### src/rtl/setup_ctrl_n_if.sv
// Keypad digit-collector handshake into the setup controller: a complete
// digit vector qualified by a one-cycle valid strobe.
interface setup_ctrl_n_if #(
  parameter int MAX_DIGITS = 20
);
  logic [4*MAX_DIGITS-1:0] digitos_value;
  logic                    digitos_valid;

  modport master (output digitos_value, output digitos_valid);
  modport slave  (input  digitos_value, input  digitos_valid);
endinterface

### src/rtl/setup_ctrl_n.sv
// Setup controller for the electronic lock: edits a shadow configuration and
// commits it atomically. Optional inactivity abort: define SETUP_TIMEOUT_EN.
module setup_ctrl_n #(
  parameter int NUM_USERS     = 4,
  parameter int MAX_DIGITS    = 20,
  parameter int PW_MIN_DIGITS = 4,
  parameter int TIME_MIN      = 5,
  parameter int TIME_MAX      = 60,
  parameter int TIME_DEF      = 5,
  parameter int MAX_TRIES     = 3,
  parameter int TIMEOUT_CYC   = 500000000
) (
  input  logic                              clk,
  input  logic                              rst,
  input  logic                              setup_on,
  setup_ctrl_n_if.slave                     key,
  output logic                              display_en,
  output logic [23:0]                       bcd_pac,
  output logic                              cfg_bip_status,
  output logic [5:0]                        cfg_bip_time,
  output logic [5:0]                        cfg_trc_time,
  output logic [4*MAX_DIGITS-1:0]           cfg_senha_master,
  output logic [NUM_USERS*4*MAX_DIGITS-1:0] cfg_senha_users,
  output logic                              data_setup_ok,
  output logic                              setup_abort,
  output logic                              entry_err
);

  localparam int PW_W   = 4 * MAX_DIGITS;
  localparam int USR_W  = NUM_USERS * PW_W;
  localparam int UIDX_W = (NUM_USERS > 1) ? $clog2(NUM_USERS) : 1;
  localparam int TRY_W  = $clog2(MAX_TRIES + 1);

  localparam logic [UIDX_W-1:0] UIDX_LAST = UIDX_W'(NUM_USERS - 1);
  localparam logic [TRY_W-1:0]  TRY_LIM   = TRY_W'(MAX_TRIES);
  localparam logic [6:0]        TMIN7     = 7'(TIME_MIN);
  localparam logic [6:0]        TMAX7     = 7'(TIME_MAX);
  localparam logic [5:0]        TDEF6     = 6'(TIME_DEF);
  localparam logic [PW_W-1:0]   MASTER_RST = {{(PW_W-16){1'b1}}, 16'h1234};

  typedef enum logic [3:0] {
    S_IDLE, S_AUTH, S_BIP, S_TBIP, S_TTRC, S_MASTER, S_USER, S_SAVE, S_ABORT
  } state_t;

  state_t             state, state_nxt;
  logic [UIDX_W-1:0]  user_idx, user_nxt;
  logic [TRY_W-1:0]   tries, tries_nxt;
  logic               armed, armed_nxt;
  logic               sh_bip, sh_bip_nxt;
  logic [5:0]         sh_tbip, sh_tbip_nxt, sh_ttrc, sh_ttrc_nxt;
  logic [PW_W-1:0]    sh_master, sh_master_nxt;
  logic [USR_W-1:0]   sh_users, sh_users_nxt;
  logic               err_nxt, ok_nxt, abort_nxt, commit;
  logic               timeout;

  logic [PW_W-1:0]    key_val;
  logic               key_vld, skip, pw_good;
  logic [6:0]         tchk;

  // An all-empty vector is the "keep this field" entry.
  function automatic logic is_empty(input logic [PW_W-1:0] v);
    return v == {PW_W{1'b1}};
  endfunction

  // Accept only a contiguous run of digits from digit 0, long enough.
  function automatic logic pw_valid(input logic [PW_W-1:0] v);
    int   cnt;
    logic gap, bad;
    cnt = 0;
    gap = 1'b0;
    bad = 1'b0;
    for (int i = 0; i < MAX_DIGITS; i++) begin
      if (v[4*i +: 4] == 4'hF) gap = 1'b1;
      else if (gap)            bad = 1'b1;
      else                     cnt++;
    end
    return !bad && (cnt >= PW_MIN_DIGITS);
  endfunction

  // Returns {reject, seconds}; range check on the 7-bit value before truncation.
  function automatic logic [6:0] time_chk(input logic [PW_W-1:0] v);
    logic [3:0] d0, d1;
    logic [6:0] val;
    logic       bad;
    d0  = v[3:0];
    d1  = v[7:4];
    bad = (d0 > 4'd9) || ((d1 > 4'd9) && (d1 != 4'hF));
    val = (d1 == 4'hF) ? {3'b000, d0} : (7'(d1) * 7'd10 + 7'(d0));
    if (!bad && (val >= TMIN7) && (val <= TMAX7)) return {1'b0, val[5:0]};
    return {1'b1, TDEF6};
  endfunction

  function automatic logic [7:0] to_bcd2(input logic [5:0] v);
    return {4'(v / 6'd10), 4'(v % 6'd10)};
  endfunction

  assign key_val = key.digitos_value;
  assign key_vld = key.digitos_valid;
  assign skip    = is_empty(key_val);
  assign pw_good = pw_valid(key_val);
  assign tchk    = time_chk(key_val);

`ifdef SETUP_TIMEOUT_EN
  localparam int CNT_W = (TIMEOUT_CYC > 1) ? $clog2(TIMEOUT_CYC) : 1;
  localparam logic [CNT_W-1:0] CNT_LAST = CNT_W'(TIMEOUT_CYC - 1);
  logic [CNT_W-1:0] idle_cnt;

  always_ff @(posedge clk) begin
    if (!rst || state == S_IDLE || key_vld) idle_cnt <= '0;
    else if (idle_cnt != CNT_LAST)          idle_cnt <= idle_cnt + 1'b1;
  end
  assign timeout = (idle_cnt == CNT_LAST);
`else
  assign timeout = 1'b0;
`endif

  always_comb begin
    state_nxt     = state;
    user_nxt      = user_idx;
    tries_nxt     = tries;
    armed_nxt     = armed | ~setup_on;
    sh_bip_nxt    = sh_bip;
    sh_tbip_nxt   = sh_tbip;
    sh_ttrc_nxt   = sh_ttrc;
    sh_master_nxt = sh_master;
    sh_users_nxt  = sh_users;
    err_nxt       = 1'b0;
    ok_nxt        = 1'b0;
    abort_nxt     = 1'b0;
    commit        = 1'b0;
    case (state)
      S_IDLE: begin
        if (setup_on && armed) begin
          state_nxt     = S_AUTH;
          tries_nxt     = '0;
          user_nxt      = '0;
          sh_bip_nxt    = cfg_bip_status;
          sh_tbip_nxt   = cfg_bip_time;
          sh_ttrc_nxt   = cfg_trc_time;
          sh_master_nxt = cfg_senha_master;
          sh_users_nxt  = cfg_senha_users;
        end
      end
      S_SAVE: begin
        commit    = 1'b1;
        ok_nxt    = 1'b1;
        state_nxt = S_IDLE;
        armed_nxt = ~setup_on;
      end
      S_ABORT: begin
        abort_nxt = 1'b1;
        state_nxt = S_IDLE;
        armed_nxt = ~setup_on;
      end
      default: begin
        // Losing setup_on wins over a key strobe in the same cycle.
        if (!setup_on) begin
          state_nxt = S_ABORT;
        end else if (key_vld) begin
          case (state)
            S_AUTH: begin
              if (key_val == cfg_senha_master) begin
                state_nxt = S_BIP;
              end else begin
                tries_nxt = tries + 1'b1;
                err_nxt   = 1'b1;
                if (tries_nxt == TRY_LIM) state_nxt = S_ABORT;
              end
            end
            S_BIP: begin
              if (skip) begin
                state_nxt = S_TBIP;
              end else if (key_val[3:1] == 3'b000) begin
                sh_bip_nxt = key_val[0];
                state_nxt  = S_TBIP;
              end else begin
                err_nxt = 1'b1;
              end
            end
            S_TBIP: begin
              state_nxt = S_TTRC;
              if (!skip) begin
                sh_tbip_nxt = tchk[5:0];
                err_nxt     = tchk[6];
              end
            end
            S_TTRC: begin
              state_nxt = S_MASTER;
              if (!skip) begin
                sh_ttrc_nxt = tchk[5:0];
                err_nxt     = tchk[6];
              end
            end
            S_MASTER: begin
              if (skip || pw_good) begin
                if (!skip) sh_master_nxt = key_val;
                state_nxt = S_USER;
                user_nxt  = '0;
              end else begin
                err_nxt = 1'b1;
              end
            end
            S_USER: begin
              if (skip || pw_good) begin
                if (!skip) sh_users_nxt[int'(user_idx)*PW_W +: PW_W] = key_val;
                if (user_idx == UIDX_LAST) state_nxt = S_SAVE;
                else                       user_nxt  = user_idx + 1'b1;
              end else begin
                err_nxt = 1'b1;
              end
            end
            default: ;
          endcase
        end else if (timeout) begin
          state_nxt = S_ABORT;
        end
      end
    endcase
  end

  always_ff @(posedge clk) begin
    if (!rst) begin
      state            <= S_IDLE;
      user_idx         <= '0;
      tries            <= '0;
      armed            <= 1'b1;
      sh_bip           <= 1'b1;
      sh_tbip          <= 6'd5;
      sh_ttrc          <= 6'd5;
      sh_master        <= MASTER_RST;
      sh_users         <= '1;
      cfg_bip_status   <= 1'b1;
      cfg_bip_time     <= 6'd5;
      cfg_trc_time     <= 6'd5;
      cfg_senha_master <= MASTER_RST;
      cfg_senha_users  <= '1;
      data_setup_ok    <= 1'b0;
      setup_abort      <= 1'b0;
      entry_err        <= 1'b0;
    end else begin
      state         <= state_nxt;
      user_idx      <= user_nxt;
      tries         <= tries_nxt;
      armed         <= armed_nxt;
      sh_bip        <= sh_bip_nxt;
      sh_tbip       <= sh_tbip_nxt;
      sh_ttrc       <= sh_ttrc_nxt;
      sh_master     <= sh_master_nxt;
      sh_users      <= sh_users_nxt;
      data_setup_ok <= ok_nxt;
      setup_abort   <= abort_nxt;
      entry_err     <= err_nxt;
      if (commit) begin
        cfg_bip_status   <= sh_bip;
        cfg_bip_time     <= sh_tbip;
        cfg_trc_time     <= sh_ttrc;
        cfg_senha_master <= sh_master;
        cfg_senha_users  <= sh_users;
      end
    end
  end

  assign display_en = (state != S_IDLE);

  // BCD5 names the field; BCD1/BCD0 echo the shadow value of bip/time fields.
  always_comb begin
    bcd_pac = '1;
    case (state)
      S_AUTH, S_BIP: bcd_pac[23:20] = 4'd1;
      S_TBIP:        bcd_pac[23:20] = 4'd2;
      S_TTRC:        bcd_pac[23:20] = 4'd3;
      S_MASTER:      bcd_pac[23:20] = 4'd4;
      S_USER:        bcd_pac[23:20] = 4'd5 + 4'(user_idx);
      default: ;
    endcase
    case (state)
      S_BIP:  bcd_pac[7:0] = {7'd0, sh_bip};
      S_TBIP: bcd_pac[7:0] = to_bcd2(sh_tbip);
      S_TTRC: bcd_pac[7:0] = to_bcd2(sh_ttrc);
      default: ;
    endcase
  end

endmodule

### src/flat_wrapper.sv
// flat-port wrapper written by rule: the top's interface ports become plain ports
module setup_ctrl_n_flat 
#(
  parameter int NUM_USERS     = 4,
  parameter int MAX_DIGITS    = 20,
  parameter int PW_MIN_DIGITS = 4,
  parameter int TIME_MIN      = 5,
  parameter int TIME_MAX      = 60,
  parameter int TIME_DEF      = 5,
  parameter int MAX_TRIES     = 3,
  parameter int TIMEOUT_CYC   = 500000000
)
  (clk, rst, setup_on, display_en, bcd_pac, cfg_bip_status, cfg_bip_time, cfg_trc_time, cfg_senha_master, cfg_senha_users, data_setup_ok, setup_abort, entry_err, key_digitos_value, key_digitos_valid);
  setup_ctrl_n_if #(.MAX_DIGITS(MAX_DIGITS)) key_i ();
  input  logic clk;
  input  logic rst;
  input  logic setup_on;
  output logic display_en;
  output logic [23:0] bcd_pac;
  output logic cfg_bip_status;
  output logic [5:0] cfg_bip_time;
  output logic [5:0] cfg_trc_time;
  output logic [4*MAX_DIGITS-1:0] cfg_senha_master;
  output logic [NUM_USERS*4*MAX_DIGITS-1:0] cfg_senha_users;
  output logic data_setup_ok;
  output logic setup_abort;
  output logic entry_err;
  input wire logic [$bits(key_i.digitos_value)-1:0] key_digitos_value;
  input wire logic [$bits(key_i.digitos_valid)-1:0] key_digitos_valid;
  assign key_i.digitos_value = key_digitos_value;
  assign key_i.digitos_valid = key_digitos_valid;
  setup_ctrl_n #(.NUM_USERS(NUM_USERS), .MAX_DIGITS(MAX_DIGITS), .PW_MIN_DIGITS(PW_MIN_DIGITS), .TIME_MIN(TIME_MIN), .TIME_MAX(TIME_MAX), .TIME_DEF(TIME_DEF), .MAX_TRIES(MAX_TRIES), .TIMEOUT_CYC(TIMEOUT_CYC)) u_core (.clk(clk), .rst(rst), .setup_on(setup_on), .key(key_i), .display_en(display_en), .bcd_pac(bcd_pac), .cfg_bip_status(cfg_bip_status), .cfg_bip_time(cfg_bip_time), .cfg_trc_time(cfg_trc_time), .cfg_senha_master(cfg_senha_master), .cfg_senha_users(cfg_senha_users), .data_setup_ok(data_setup_ok), .setup_abort(setup_abort), .entry_err(entry_err));
endmodule
### config.mk
export PLATFORM = sky130hd
export DESIGN_NAME = setup_ctrl_n_flat
export DESIGN_NICKNAME = d
export VERILOG_FILES = /design/src/rtl/setup_ctrl_n_if.sv /design/src/rtl/setup_ctrl_n.sv /design/src/flat_wrapper.sv
export SDC_FILE = /design/constraint.sdc
export NUM_CORES = 2
export LEC_CHECK = 0
export ABC_CLOCK_PERIOD_IN_PS = 16750
export CORE_ASPECT_RATIO = 0.8
export CORE_MARGIN = 2
export CORE_UTILIZATION = 30
export CTS_CLUSTER_DIAMETER = 150
export DETAILED_ROUTE_END_ITERATION = 12
export SYNTH_ARGS = -nofsm -noshare
export SYNTH_HDL_FRONTEND = slang
export SYNTH_SLANG_ARGS = --single-unit
### constraint.sdc
create_clock -name clk -period 16.75 [get_ports clk]
set_input_delay 3.35 -clock clk [delete_from_list [all_inputs] [get_ports clk]]
set_output_delay 3.35 -clock clk [all_outputs]
set_load 0.005 [all_outputs]
; ---- Word-level counts from Yosys, hierarchy flattened
; Cells that the tools add are included.
[totals]
elab_cells = 310
register_bits = 838
in_bits = 84
[classes]
reduce_logical = 36
eq_ne = 46
div = 4
magnitude_cmp = 5
shifts = 2
multipliers = 2
bitwise_logic = 5
addsub = 24
mux = 169
[ops]
columns = cell, count
row1 = 2-to-1 mux 320 bit, 6
row2 = 2-to-1 mux 32 bit, 38
row3 = one-hot mux 320 bit (2 select lines), 1
row4 = adder 32 x 2 -> 32 bit (second input constant), 18
row5 = 2-to-1 mux 80 bit, 6
row6 = bitwise mux 320 bit, 1
row7 = variable shift 80 x 33 -> 320 bit (first input constant), 1
row8 = variable part select 80 x 33 -> 320 bit, 1
row9 = one-hot mux 80 bit (2 select lines), 1
row10 = equality test 4 bit (second input constant), 21
row11 = equality test 80 bit, 1
row12 = equality test 80 bit (second input constant), 1
row13 = 2-to-1 mux 1 bit, 73
row14 = 2-to-1 mux 6 bit, 9
row15 = 2-to-1 mux 4 bit, 10
row16 = negation 32 -> 33 bit, 1
row17 = >= comparator 32 x 4 -> 1 bit (second input constant), 1
row18 = one-hot mux 4 bit (6 select lines), 1
row19 = one-hot mux 6 bit (2 select lines), 2
row20 = one-hot mux 8 bit (3 select lines), 1
row21 = 2-to-1 mux 7 bit, 3
row22 = AND reduction 7 bit, 3
row23 = 2-to-1 mux 2 bit, 10
row24 = one-hot mux 4 bit (5 select lines), 1
row25 = 42 further kinds, 82

; ---- Longest topological paths before layout
[depth]
word_depth = 67
mapped_depth = 73
ltp_nobuf = 69

; ---- Worst setup path before layout
; No wires, ideal clock.
[synth_path]
path_type = input -> register
start = input port key_digitos_value[7]
end = register u_core.sh_users[193]
arrival_ps = 15116
n_path_buf = 3
slack_ps = 1503
stages = 70
path_cell_list = clkbuf_1 nand4_1 nand2_1 nor2_1 ha_1 nand2_1 a21oi_1 ha_1 nand2_1 nand2_1 nand2_1 a21oi_1 ha_1 nand2_1 a31oi_1 ha_1 mux2_2 ha_1 (+34 left out) nand2_1 ha_1 and2_1 and3_1 a221oi_1 nor2_1 mux2_2 o22ai_1 mux2i_1 xnor2_1 mux2i_1 inv_1 a41oi_4 a41oi_2 buf_4 buf_6 a221oi_2 o21ai_1
[synth_between]
elab_chain_cells = 61
[synth_lines]
columns = item, line
row1 = "start, declared", flat_wrapper.sv:28  ; input wire logic [$bits(key_i.digitos_value)-1:0] key_digitos_value;
row2 = equality test 4 bit, setup_ctrl_n.sv:73  ; if (v[4*i +: 4] == 4'hF) gap = 1'b1;
row3 = 2-to-1 mux 32 bit, setup_ctrl_n.sv:73
row4 = adder 32 x 2 -> 32 bit, setup_ctrl_n.sv:75  ; else cnt++;
row5 = 2-to-1 mux 32 bit, setup_ctrl_n.sv:74  ; else if (gap) bad = 1'b1;
row6 = 2-to-1 mux 32 bit, setup_ctrl_n.sv:73
row7 = adder 32 x 2 -> 32 bit, setup_ctrl_n.sv:75
row8 = 2-to-1 mux 32 bit, setup_ctrl_n.sv:74
row9 = 2-to-1 mux 32 bit, setup_ctrl_n.sv:73
row10 = (+45 left out), n/a
row11 = adder 32 x 2 -> 32 bit, setup_ctrl_n.sv:75
row12 = 2-to-1 mux 32 bit, setup_ctrl_n.sv:74
row13 = 2-to-1 mux 32 bit, setup_ctrl_n.sv:73
row14 = >= comparator 32 x 4 -> 1 bit, setup_ctrl_n.sv:77  ; return !bad && (cnt >= PW_MIN_DIGITS);
row15 = logical AND 1 bit, setup_ctrl_n.sv:77
row16 = logical OR 1 bit, setup_ctrl_n.sv:204  ; if (skip || pw_good) begin
row17 = nonzero test 2 bit (no line), n/a
row18 = AND reduction 7 bit (no line), n/a
row19 = "end signal, assigned", setup_ctrl_n.sv:249  ; sh_users <= sh_users_nxt;
row20 = "end, declared", setup_ctrl_n.sv:52  ; logic [USR_W-1:0] sh_users, sh_users_nxt;
; Parallel ways exist; a longest one is shown, timed or not. The select of a mux whose other input is x is not followed.
; A chain may end at the register's enable or synchronous reset.

; ---- Worst setup path in the final report
[layout_path]
start = input port key_digitos_value[7]
end = register u_core.sh_users[267]
; The elaborated chain is that of the path after synthesis.

==> results.md <==
* Ys Warns at 0
* Placed standard-cell area at 47,400 um^2
* Tmin final at 15,440 ps
* Routed Antenna Nets at 0
* Total Routed Length at 181,000 um
* Hold buffers post-CTS at 0
* Area leader, netlist: dfxtp_1
* Top FF cell, synth: dfxtp_1
* CTS Buf Count at 91
* Max incr delay on CP at 590 ps
* CTS tree: built
* Placed insts at 7,289
* Layout cells sized above 1 at 7.39%
* Post-Syn Area at 40,500 um^2
* RD Place Congestion at 0.983
* CP arrival at 15,970 ps
* Vias in the first global route at 37,100
* Status: finished, final reports clean
* Final cycle utilization of the critical path at 92.2%
* Vias per cell at 5.52
* DRT iter0 DRCs at 5,391
* Synth Instances at 5,326
* Core area at 134,000 um^2
* Commonest cells after routing, fill and taps aside: 1,352 x nand2_1, 837 x dfxtp_1, 511 x clkdlybuf4s50_1
* # IOs at 525
* Top cells by area, synth: dfxtp_1 41%, nand2_1 13%, nand3_1 5.2%
* Area of the multi-input gates at 21,600 um^2
* Worst Max-Slew Pin Slew at 1250 ps
* Area Overhead vs Synth at 24.8%
* RSZ-0062 raised after global routing: no
* Die ar. at 138,000 um^2
* Finished layout cell area at 50,500 um^2
* GRT met2 Usage at 37.3%
* Fmax at 64.8 MHz
* Clk sinks at 838
* Antenna violations before repair at 6
* Max clock buf depth at 3
* Layout net count at 5,732
* Top-area cell type share of the netlist area at 41.5%
* Clock root buffer: clkbuf_16
* Setup TNS at 0 ps
* Worst Hold Class: register to register
* Final cell count without fillers at 7,454
* Die H at 332 um
* Final Hold Vio Count at 0
* H-tree levels at 3
* CP Class: input port to register
* Synth cell types at 85
* Row cnt at 120
* Startpoint types: input port
* Overall power at 6720 uW
* Required @ worst endpoint at 17,280 ps
* Die X at 415 um
* DP HPWL at 130,000 um
* Crit-path max FO at 108
* Mapped Avg Cell Area at 7.60 um^2
* Min Hold Slack at 454 ps
* VDD IR max at 0.0870 mV
* IO buf count at 512
* Total GRT Usage at 25.1%
* Most common cell after layout, fill and taps aside: nand2_1
* GRT Max-Usage Layer: met2
* Register area share after synthesis at 41.5%
* Final Skew at 23.6 ps
* Initial core utilization at 30.2%
* Async S/R FF share, synth at 0%
* DRC at 0
* Clk_lat worst skew at 710 ps
* # fillers at 13,600
* Drt pass-1 iters at 6
* DR WL/cell at 24.3 um
* Met1 Use GR at 33.6%
* Crit-path slowest cell: clkdlybuf4s50_1
* Most Frequent Cell on Critical Path: nand2_1
* Number of synthesized flops with an enable pin at 0
* GR Util met3 at 7.34%
* Global route overflow at 0
* Max-Cap Viols at 0
* Vias at 41,100
* First-pass GRT wire length at 261,000 um
* Leakage Power at 0.0209 uW
* Final setup violation count at 0
* Fin. max-slew vios at 0
* Setup bufs post-CTS at 0
* Slew HR at 16.0%
* Synthesized flop and latch total at 838
* Worst-path clk slew at 60 ps
* Pwr/cell area at 133 nW/um^2
* Setup crit end kind: register
* Post-CTS resize count at 0
* Sequential Area at 16,800 um^2
* Largest net degree at the start of global routing at 205
-- per-stage QoR --
stage	worst slack [ps]	utilization [%]
2_1_floorplan	1500	-
3_3_place_gp	951	35.5
3_5_place_dp	809	35.5
4_1_cts	1480	37.7
5_1_grt	437	37.7
6_report	1310	37.7
-- path summary, 6_finish.rpt --
path / from / depth (start not counted) / slack (ps) / endpoint
worst min register to register: u_core.sh_master[14] / 2 / 450 / u_core.cfg_senha_master[14]
worst max register to register: u_core.user_idx[0] / 11 / 12030 / u_core.sh_users[211]
worst min-delay path: u_core.sh_master[14] / 2 / 450 / u_core.cfg_senha_master[14]
worst max-delay path: key_digitos_value[7] / 70 / 1310 / u_core.sh_users[267]
-- sequential cells by signal (all words and copies together) (netlist names), 2 cells and up --
signal	flops
u_core.sh_users	320
u_core.cfg_senha_master	80
u_core.state	4
u_core.cfg_trc_time	6
u_core.cfg_bip_time	6
u_core.sh_ttrc	6
u_core.sh_tbip	6
u_core.tries	2
u_core.user_idx	2
u_core.sh_master	80
u_core.cfg_senha_users	320
-- cell usage after synthesis (7+ instances only) --
library cell and number:
nand2_1 1352, dfxtp_1 838, nor2_1 460, nand3_1 422, clkbuf_1 382, a21oi_1 289
o211ai_1 241, a22oi_1 161, o21ai_0 123, nor2b_1 90, mux2i_1 73, xor2_1 73
o21ai_1 61, inv_1 52, o311ai_0 50, buf_2 49, a221oi_2 40, buf_1 36
nand4_1 36, a22o_1 34, ha_1 33, nor4_1 31, a31oi_1 29, xnor2_1 29
a211oi_1 27, nor3_1 27, o22ai_1 23, or3_1 22, mux2_2 21, buf_4 19
o311ai_1 19, and4_1 15, o32ai_1 15, a221oi_1 14, o211ai_2 10, and2_1 9
buf_6 9, and3_1 8, nand2b_1 8, a21o_1 7, or2_2 7, or4_1 7
-- worst max-delay path, delay by kind of cell --
kind	cells	cell delay, ps
multiplexers	6	1180
AND/OR/NAND/NOR	27	2540
adder cells (fa/ha/maj)	15	4350
buffers and inverters	4	1150
AO/OA/AOI/OAI	17	3010
XOR/XNOR	1	240
-- area by class of cell --
| class | instances | share of cell area, % |
|---|---|---|
| clock buffer | 130 | 5.24 |
| antenna | 4 | 0.0198 |
| inverter | 53 | 0.394 |
| multi-input combinational | 3950 | 42.8 |
| timing repair buffer | 679 | 13.1 |
| tap | 1769 | 4.38 |
| sequential | 838 | 33.2 |
| clock inverter | 31 | 0.810 |
-- power by group --
part	switching, uW	leakage, uW	internal [uW]	total, uW
registers	169	0.00685	2320	2490
clock network	879	0.00152	1210	2090
logic	1320	0.0125	821	2150
-- metal layers --
layer	vias to the layer above	share of wire, %
met4	6	4.8
met1	19900	42
met2	1831	43
met3	340	10
met5	-	0.018
li1	19100	-
-- cells by family after synthesis --
group	after synthesis	share of synthesized area, %
AOI/OAI and AO/OA	1188	20.5
xor gates and xnor gates	105	2.36
adders and majority gates	37	1.17
buffers and inverters	549	5.59
DFF	838	41.5
muxes	94	2.39
other	1	0.00927
and+or+nand+nor	2514	26.5
No activity file was read; power rests on OpenSTA's default activity.
